===== config.mk =====
export PLATFORM = sky130hd
export DESIGN_NAME = instr_encoder
export DESIGN_NICKNAME = d
export VERILOG_FILES = /design/src/rtl/instr_encoder.sv
export SDC_FILE = /design/constraint.sdc
export NUM_CORES = 1
export LEC_CHECK = 0
export ABC_AREA = 1
export ABC_CLOCK_PERIOD_IN_PS = 2000
export BUFFER_PORTS_ARGS = -buffer_cell sky130_fd_sc_hd__buf_2
export CAP_MARGIN = 10
export CORE_AREA = 2 2 78 136
export CTS_BUF_LIST = sky130_fd_sc_hd__clkbuf_4
export CTS_CLUSTER_SIZE = 20
export DETAILED_ROUTE_END_ITERATION = 8
export DIE_AREA = 0 0 80 138
export PLACE_DENSITY = 0.73
export SYNTH_ARGS = -nofsm -noshare
export SYNTH_HDL_FRONTEND = slang
export SYNTH_SLANG_ARGS = --single-unit

===== constraint.sdc =====
create_clock -name clk -period 2 [get_ports clk]
set_input_delay 0.4 -clock clk [delete_from_list [all_inputs] [get_ports clk]]
set_output_delay 0.4 -clock clk [all_outputs]
set_load 0.02 [all_outputs]

===== src/rtl/instr_encoder.sv =====
// -----------------------------------------------------------------------------
// instr_encoder
//
// Turns a decoded instruction request (class, ALU operation, funct3, register
// fields, immediate) into a 32-bit RV32I machine word. A single output register
// stage gives one-cycle latency, and back-to-back requests stream with no
// bubble. Illegal requests park the block in an error state until clr_err. A
// byte-address counter tags each emitted word with its instruction-memory
// address.
//
// Ports
//   clk        rising-edge clock
//   reset      asynchronous, active-low reset
//   in_valid   encode request present
//   in_ready   request accepted when in_valid && in_ready at a clock edge
//   op_class   0 LUI, 1 AUIPC, 2 JAL, 3 JALR, 4 BRANCH, 5 LOAD, 6 STORE,
//              7 R, 8 IMM; 9-15 illegal
//   alu_ctl    ALU operation for R/IMM classes
//   funct3     condition/width for BRANCH/LOAD/STORE
//   rs1/rs2/rd register fields
//   imm        signed immediate (U-type uses imm[31:12])
//   out_valid  encoded word available
//   out_ready  downstream takes the word when out_valid && out_ready
//   out_instr  encoded RV32I word
//   out_addr   byte address of out_instr
//   base_addr  counter load value (word aligned on load)
//   load_base  load the address counter, wins over increment
//   err        high while in the error state
//   clr_err    leaves the error state
// -----------------------------------------------------------------------------
module instr_encoder (
    input  logic        clk,
    input  logic        reset,
    input  logic        in_valid,
    output logic        in_ready,
    input  logic [3:0]  op_class,
    input  logic [3:0]  alu_ctl,
    input  logic [2:0]  funct3,
    input  logic [4:0]  rs1,
    input  logic [4:0]  rs2,
    input  logic [4:0]  rd,
    input  logic [31:0] imm,
    output logic        out_valid,
    input  logic        out_ready,
    output logic [31:0] out_instr,
    output logic [31:0] out_addr,
    input  logic [31:0] base_addr,
    input  logic        load_base,
    output logic        err,
    input  logic        clr_err
);

    typedef enum logic [1:0] {
        ST_EMPTY = 2'd0,
        ST_HOLD  = 2'd1,
        ST_ERR   = 2'd2
    } state_t;

    localparam logic [6:0] OP_LUI    = 7'b0110111;
    localparam logic [6:0] OP_AUIPC  = 7'b0010111;
    localparam logic [6:0] OP_JAL    = 7'b1101111;
    localparam logic [6:0] OP_JALR   = 7'b1100111;
    localparam logic [6:0] OP_BRANCH = 7'b1100011;
    localparam logic [6:0] OP_LOAD   = 7'b0000011;
    localparam logic [6:0] OP_STORE  = 7'b0100011;
    localparam logic [6:0] OP_R      = 7'b0110011;
    localparam logic [6:0] OP_IMM    = 7'b0010011;

    localparam logic [3:0] ALU_SUB   = 4'b0110;

    state_t      state, state_nxt;
    logic        accept;
    logic        xfer;
    logic [31:0] enc_word;
    logic        enc_legal;
    logic [31:0] base_aligned;

    // ALU operation decode
    logic [2:0]  alu_f3;
    logic        alu_alt;     // funct7 = 0100000 (SUB, SRA)
    logic        alu_known;
    logic        alu_shift;   // shift-immediate form for IMM class

    // Immediate range checks: upper bits must be a pure sign extension.
    logic imm_i_ok, imm_b_ok, imm_j_ok, imm_u_ok, imm_sh_ok;

    assign imm_i_ok  = (&imm[31:11]) | ~(|imm[31:11]);
    assign imm_b_ok  = ((&imm[31:12]) | ~(|imm[31:12])) & ~imm[0];
    assign imm_j_ok  = ((&imm[31:20]) | ~(|imm[31:20])) & ~imm[0];
    assign imm_u_ok  = ~(|imm[11:0]);
    assign imm_sh_ok = ~(|imm[31:5]);

    assign base_aligned = base_addr & 32'hFFFF_FFFC;

    assign in_ready  = (state == ST_EMPTY) || ((state == ST_HOLD) && out_ready);
    assign out_valid = (state == ST_HOLD);
    assign err       = (state == ST_ERR);
    assign accept    = in_valid && in_ready;
    assign xfer      = out_valid && out_ready;

    // NOTE: every combinational output gets a default before the case so no
    // path leaves it unassigned and no latch is inferred.
    always_comb begin
        alu_f3    = 3'b000;
        alu_alt   = 1'b0;
        alu_known = 1'b1;
        alu_shift = 1'b0;
        unique case (alu_ctl)
            4'b0000: alu_f3 = 3'b111;                               // AND
            4'b0001: alu_f3 = 3'b110;                               // OR
            4'b0010: alu_f3 = 3'b000;                               // ADD
            4'b0011: alu_f3 = 3'b010;                               // SLT
            4'b0100: begin alu_f3 = 3'b101; alu_shift = 1'b1; end   // SRL
            4'b0101: begin alu_f3 = 3'b001; alu_shift = 1'b1; end   // SLL
            4'b0110: begin alu_f3 = 3'b000; alu_alt = 1'b1; end     // SUB
            4'b0111: alu_f3 = 3'b011;                               // SLTU
            4'b1000: begin                                          // SRA
                alu_f3    = 3'b101;
                alu_alt   = 1'b1;
                alu_shift = 1'b1;
            end
            4'b1100: alu_f3 = 3'b100;                               // XOR
            default: alu_known = 1'b0;
        endcase
    end

    always_comb begin
        enc_word  = 32'h0;
        enc_legal = 1'b0;
        case (op_class)
            4'd0: begin
                enc_word  = {imm[31:12], rd, OP_LUI};
                enc_legal = imm_u_ok;
            end
            4'd1: begin
                enc_word  = {imm[31:12], rd, OP_AUIPC};
                enc_legal = imm_u_ok;
            end
            4'd2: begin
                enc_word  = {imm[20], imm[10:1], imm[11], imm[19:12], rd, OP_JAL};
                enc_legal = imm_j_ok;
            end
            4'd3: begin
                enc_word  = {imm[11:0], rs1, 3'b000, rd, OP_JALR};
                enc_legal = imm_i_ok;
            end
            4'd4: begin
                enc_word  = {imm[12], imm[10:5], rs2, rs1, funct3,
                             imm[4:1], imm[11], OP_BRANCH};
                enc_legal = imm_b_ok && (funct3 != 3'b010) && (funct3 != 3'b011);
            end
            4'd5: begin
                enc_word  = {imm[11:0], rs1, funct3, rd, OP_LOAD};
                enc_legal = imm_i_ok && (funct3 != 3'b011) && (funct3[2:1] != 2'b11);
            end
            4'd6: begin
                enc_word  = {imm[11:5], rs2, rs1, funct3, imm[4:0], OP_STORE};
                enc_legal = imm_i_ok && (funct3 <= 3'b010);
            end
            4'd7: begin
                enc_word  = {1'b0, alu_alt, 5'b0, rs2, rs1, alu_f3, rd, OP_R};
                enc_legal = alu_known;
            end
            4'd8: begin
                // Shift-immediates carry funct7 above a 5-bit shamt; the rest
                // use a plain 12-bit immediate. SUB has no immediate form.
                if (alu_shift) begin
                    enc_word  = {1'b0, alu_alt, 5'b0, imm[4:0], rs1, alu_f3, rd, OP_IMM};
                    enc_legal = alu_known && imm_sh_ok;
                end else begin
                    enc_word  = {imm[11:0], rs1, alu_f3, rd, OP_IMM};
                    enc_legal = alu_known && (alu_ctl != ALU_SUB) && imm_i_ok;
                end
            end
            default: begin
                enc_word  = 32'h0;
                enc_legal = 1'b0;
            end
        endcase
    end

    always_comb begin
        state_nxt = state;
        case (state)
            ST_EMPTY: begin
                if (accept) state_nxt = enc_legal ? ST_HOLD : ST_ERR;
            end
            ST_HOLD: begin
                if (accept)         state_nxt = enc_legal ? ST_HOLD : ST_ERR;
                else if (out_ready) state_nxt = ST_EMPTY;
            end
            ST_ERR: begin
                // in_ready is low here, so a request in the clr_err cycle is dropped.
                if (clr_err) state_nxt = ST_EMPTY;
            end
            default: state_nxt = ST_EMPTY;
        endcase
    end

    // NOTE: sequential state uses non-blocking assignments so every register
    // samples pre-edge values regardless of block ordering.
    always_ff @(posedge clk or negedge reset) begin
        if (!reset) begin
            state     <= ST_EMPTY;
            out_instr <= 32'h0;
        end else begin
            state <= state_nxt;
            if (accept && enc_legal) out_instr <= enc_word;
        end
    end

    // A word counts as emitted when it leaves, including the cycle an illegal
    // request is accepted behind it.
    always_ff @(posedge clk or negedge reset) begin
        if (!reset)         out_addr <= 32'h0;
        else if (load_base) out_addr <= base_aligned;
        else if (xfer)      out_addr <= out_addr + 32'd4;
    end

endmodule


==> qor.txt <==
P_sw = 1.09 mW
CTS tree = built
Ports = 163
die width = 80 microns
Yosys cell types = 36
antenna viol nets, final = 0
unrepaired setup endpoints after global routing = no
number of CTS-inserted buffers = 9
Tcrit/Tclk final = 94.3%
Reg2Reg Setup Slack = 0.11 ns
Crit Path Class = reg -> reg
CP max stage cell = dfrtp_1
maximum VDD drop = 0.000301 V
min-delay src = clr_err
vias in the first global route = 5,202
Clock Tree Buf Depth = 2
DR iter-0 viols = 201
Die Height = 138 microns
Gate power share = 25.9%
Mapped Cells = 662
Switching Share = 35.1%
critical path capture point type = register
final setup margin = 0.113 ns
area grow syn2layout = 29.6%
Initial Util = 43.7%
Crit path buffers/inverters = 0
initial antenna violation count = 1
fin nets = 948
final hold slack = 0.194 ns
maxcap violations = 0
synth warn = 0
ranking of synthesized cells by area = dfrtp_1 (36%), nand2_1 (18%), nand3_1 (8.2%)
Placement Setup Slack = 0.0214 ns
crit path time final = 1.89 ns
Worst-path clk slew = 0.11 ns
Rows = 49
Final Hold Viols = 0
top_reg_cell synth = dfrtp_1
Reg power frac = 46.1%
Clock Power Share = 28.0%
hold crit path type = in -> reg
largest net degree at the start of global routing = 29
non-filler cells, final = 984
post-detail-place hpwl = 13,100 microns
PortBufs = 158
EDFF count, synth = 0
clk_lat worst skew = 0.42 ns
final weighted congestion in routability-driven placement = 0.934
Avg Cell Area, Syn = 6.63 sq um
max-slew violations = 0
clock skew = 0.0161 ns
Max Clk Rate = 530 MHz
area fraction of the dominant cell type after synthesis = 35.9%
fillers = 1,032
cell-internal power = 2.01 mW
Startpoint Class = register
CP cell instances = nand3_1, nor2_2, nand2_1, nor2_2, nand2_1, nor2_1, nand2_1, o21ai_1, nand3_1, nand2_1, nand2_1
H-tree depth = 3
share of the core filled with cells = 56.6%
# clock sinks = 63
hold endpoint = state[1]$_DFFE_PN0P_
Top delay family on crit path = simple AND/OR/NAND/NOR gates
Final Instance Area = 0.00569 sq mm
CP most frequent cell = nand2_1
Core ar. = 0.0101 sq mm
leading area contributor after synthesis = dfrtp_1
die area = 0.0110 sq mm
worst-margin pin slew = 0.569 ns
grt total ovfl = 0
Pre-antenna DRT Iters = 5
Overall Power = 3.10 mW
register area share after synthesis = 35.9%
Cells after DPL = 964
Overall Global Routing Usage = 29.1%
hold path depth = 2
drc violations = 0
Static Leak = 3.21 nW
dpl cell area = 0.00552 sq mm
final setup fails = 0
global-route wire length before repair = 24,800 microns
routed wire length = 16,000 microns
CP peak stage delay = 0.45 ns
via count = 5,161
critical path fanouts, max = 6
flop and latch count out of synthesis = 63
status = completed
Post-synth ARST share = 100%
CP arrival = 2.20 ns
CP required = 2.32 ns
FF-to-FF Start = out_addr[4]$_DFFE_PN0N_
sequential cell area = 0.00158 sq mm
wire length per cell = 16.3 microns
Slew headroom = 62.0%
TNS Setup = 0 ns
Critical R2R Capture = out_addr[31]$_DFFE_PN0N_
FF-to-FF path depth = 11
multi-input combinational cell area = 0.00236 sq mm
Clock Root Buffer = clkbuf_4
layout cells sized above 1 = 27.1%
Via density = 5.24
synthesized cell area = 0.00439 sq mm
total power divided by cell area = 544 mW/mm^2
## cell usage after synthesis, types with 3 or more instances
| cell type | count |
|---|---|
| nor2_2 | 8 |
| dfrtp_1 | 63 |
| o221ai_1 | 6 |
| nand3_1 | 72 |
| buf_6 | 3 |
| a21oi_1 | 9 |
| xnor2_1 | 4 |
| o21ai_0 | 18 |
| inv_2 | 5 |
| inv_1 | 87 |
| o22ai_1 | 14 |
| nand2_1 | 213 |
| o211ai_1 | 19 |
| xor2_1 | 14 |
| buf_4 | 6 |
| nand2_2 | 3 |
| nor2_1 | 62 |
| clkbuf_1 | 7 |
| nor3_1 | 15 |
| nand4_1 | 14 |
## repair_timing
action / 4_1_cts / 5_1_grt
setup buffers: 0 / 2
resized for setup: 0 / 3
hold buffers: 1 / 0
setup endpoints to repair: 0 / 5
endpoints found under the hold margin: 16 / 0
## sequential cells by signal (all words and copies together) (netlist names)
signal and count:
out_addr 30, out_instr 31, state 2
## area by class of cell
class                           count  share of cell area [%]
Tap cell                          127                    2.79
Antenna cell                        1                  0.0440
Timing Repair Buffer              195                    19.5
Inverter                           93                    6.20
Clock inverter                      6                   0.902
Multi-Input combinational cell    489                    41.5
Clock buffer                       10                    1.32
Sequential cell                    63                    27.7
## power groups by stage
| stage | logic, mW | clock network [mW] | registers (mW) |
|---|---|---|---|
| 2_1_floorplan | 0.346 | 0 | 1.51 |
| 3_3_place_gp | 0.773 | 0 | 1.45 |
| 3_5_place_dp | 0.783 | 0 | 1.45 |
| 4_1_cts | 0.787 | 0.898 | 1.42 |
| 5_1_grt | 0.878 | 0.957 | 1.44 |
| 6_report | 0.803 | 0.867 | 1.43 |
## placed cells by master (no fill, tap or decap), types with 3 or more instances in the layout
| cell type | count |
|---|---|
| buf_2 | 158 |
| clkinv_1 | 3 |
| nor3_1 | 15 |
| nor2_2 | 9 |
| nor2_1 | 61 |
| xor2_1 | 14 |
| a21oi_1 | 9 |
| o211ai_1 | 19 |
| buf_12 | 3 |
| o22ai_1 | 14 |
| buf_4 | 33 |
| inv_2 | 5 |
| o221ai_1 | 6 |
| nand4_1 | 14 |
| xnor2_1 | 4 |
| o21ai_0 | 18 |
| dfrtp_1 | 63 |
| nand2_1 | 213 |
| clkbuf_4 | 10 |
| nand2_2 | 3 |
| nand3_1 | 72 |
| inv_1 | 87 |
## per-layer routing
layer | wire length [microns] | vias to the layer above | global-route usage [%]
li1 | - | 2526 | -
met1 | 5420 | 2332 | 28.2
met2 | 8640 | 247 | 55.1
met3 | 942 | 56 | 3.72
met4 | 1030 | 0 | 18.5
met5 | 0 | - | 0
## how the worst max path moves through the flow
stage,cells past startpoint,slack [ns],end,startpoint
final,11,0.11,out_addr[31]$_DFFE_PN0N_,out_addr[4]$_DFFE_PN0N_
after global routing,11,0.001,out_addr[31]$_DFFE_PN0N_,out_addr[4]$_DFFE_PN0N_
after CTS,10,0.04,out_addr[26]$_DFFE_PN0N_,out_addr[12]$_DFFE_PN0N_
after detailed placement,12,0.02,out_instr[26]$_DFFE_PN0P_,op_class[1]
after global placement,11,-0.005,out_instr[29]$_DFFE_PN0P_,op_class[3]
after floorplan,10,0.18,out_addr[24]$_DFFE_PN0N_,out_addr[2]$_DFFE_PN0N_
## cells by family (layout without fill, tap and decap cells)
| family | Yosys count | after routing | synth area share [%] |
|---|---|---|---|
| adder cells (fa/ha/maj) | 1 | 1 | 0.285 |
| AND/OR/NAND/NOR | 394 | 394 | 38.7 |
| XOR/XNOR | 18 | 18 | 3.59 |
| flip-flops | 63 | 63 | 35.9 |
| buffers and inverters | 111 | 304 | 10.6 |
| other | 1 | 3 | 0.0854 |
| AO/OA/AOI/OAI | 74 | 74 | 10.9 |
## worst register-to-register path, cell delays in order (launching register included)
cell and delay, ns:
dfrtp_1 0.45, nand3_1 0.14, nor2_2 0.13, nand2_1 0.10, nor2_2 0.11, nand2_1 0.10
nor2_1 0.16, nand2_1 0.16, o21ai_1 0.15, nand3_1 0.14, nand2_1 0.09, nand2_1 0.05
(Power assumes the default switching activity.)
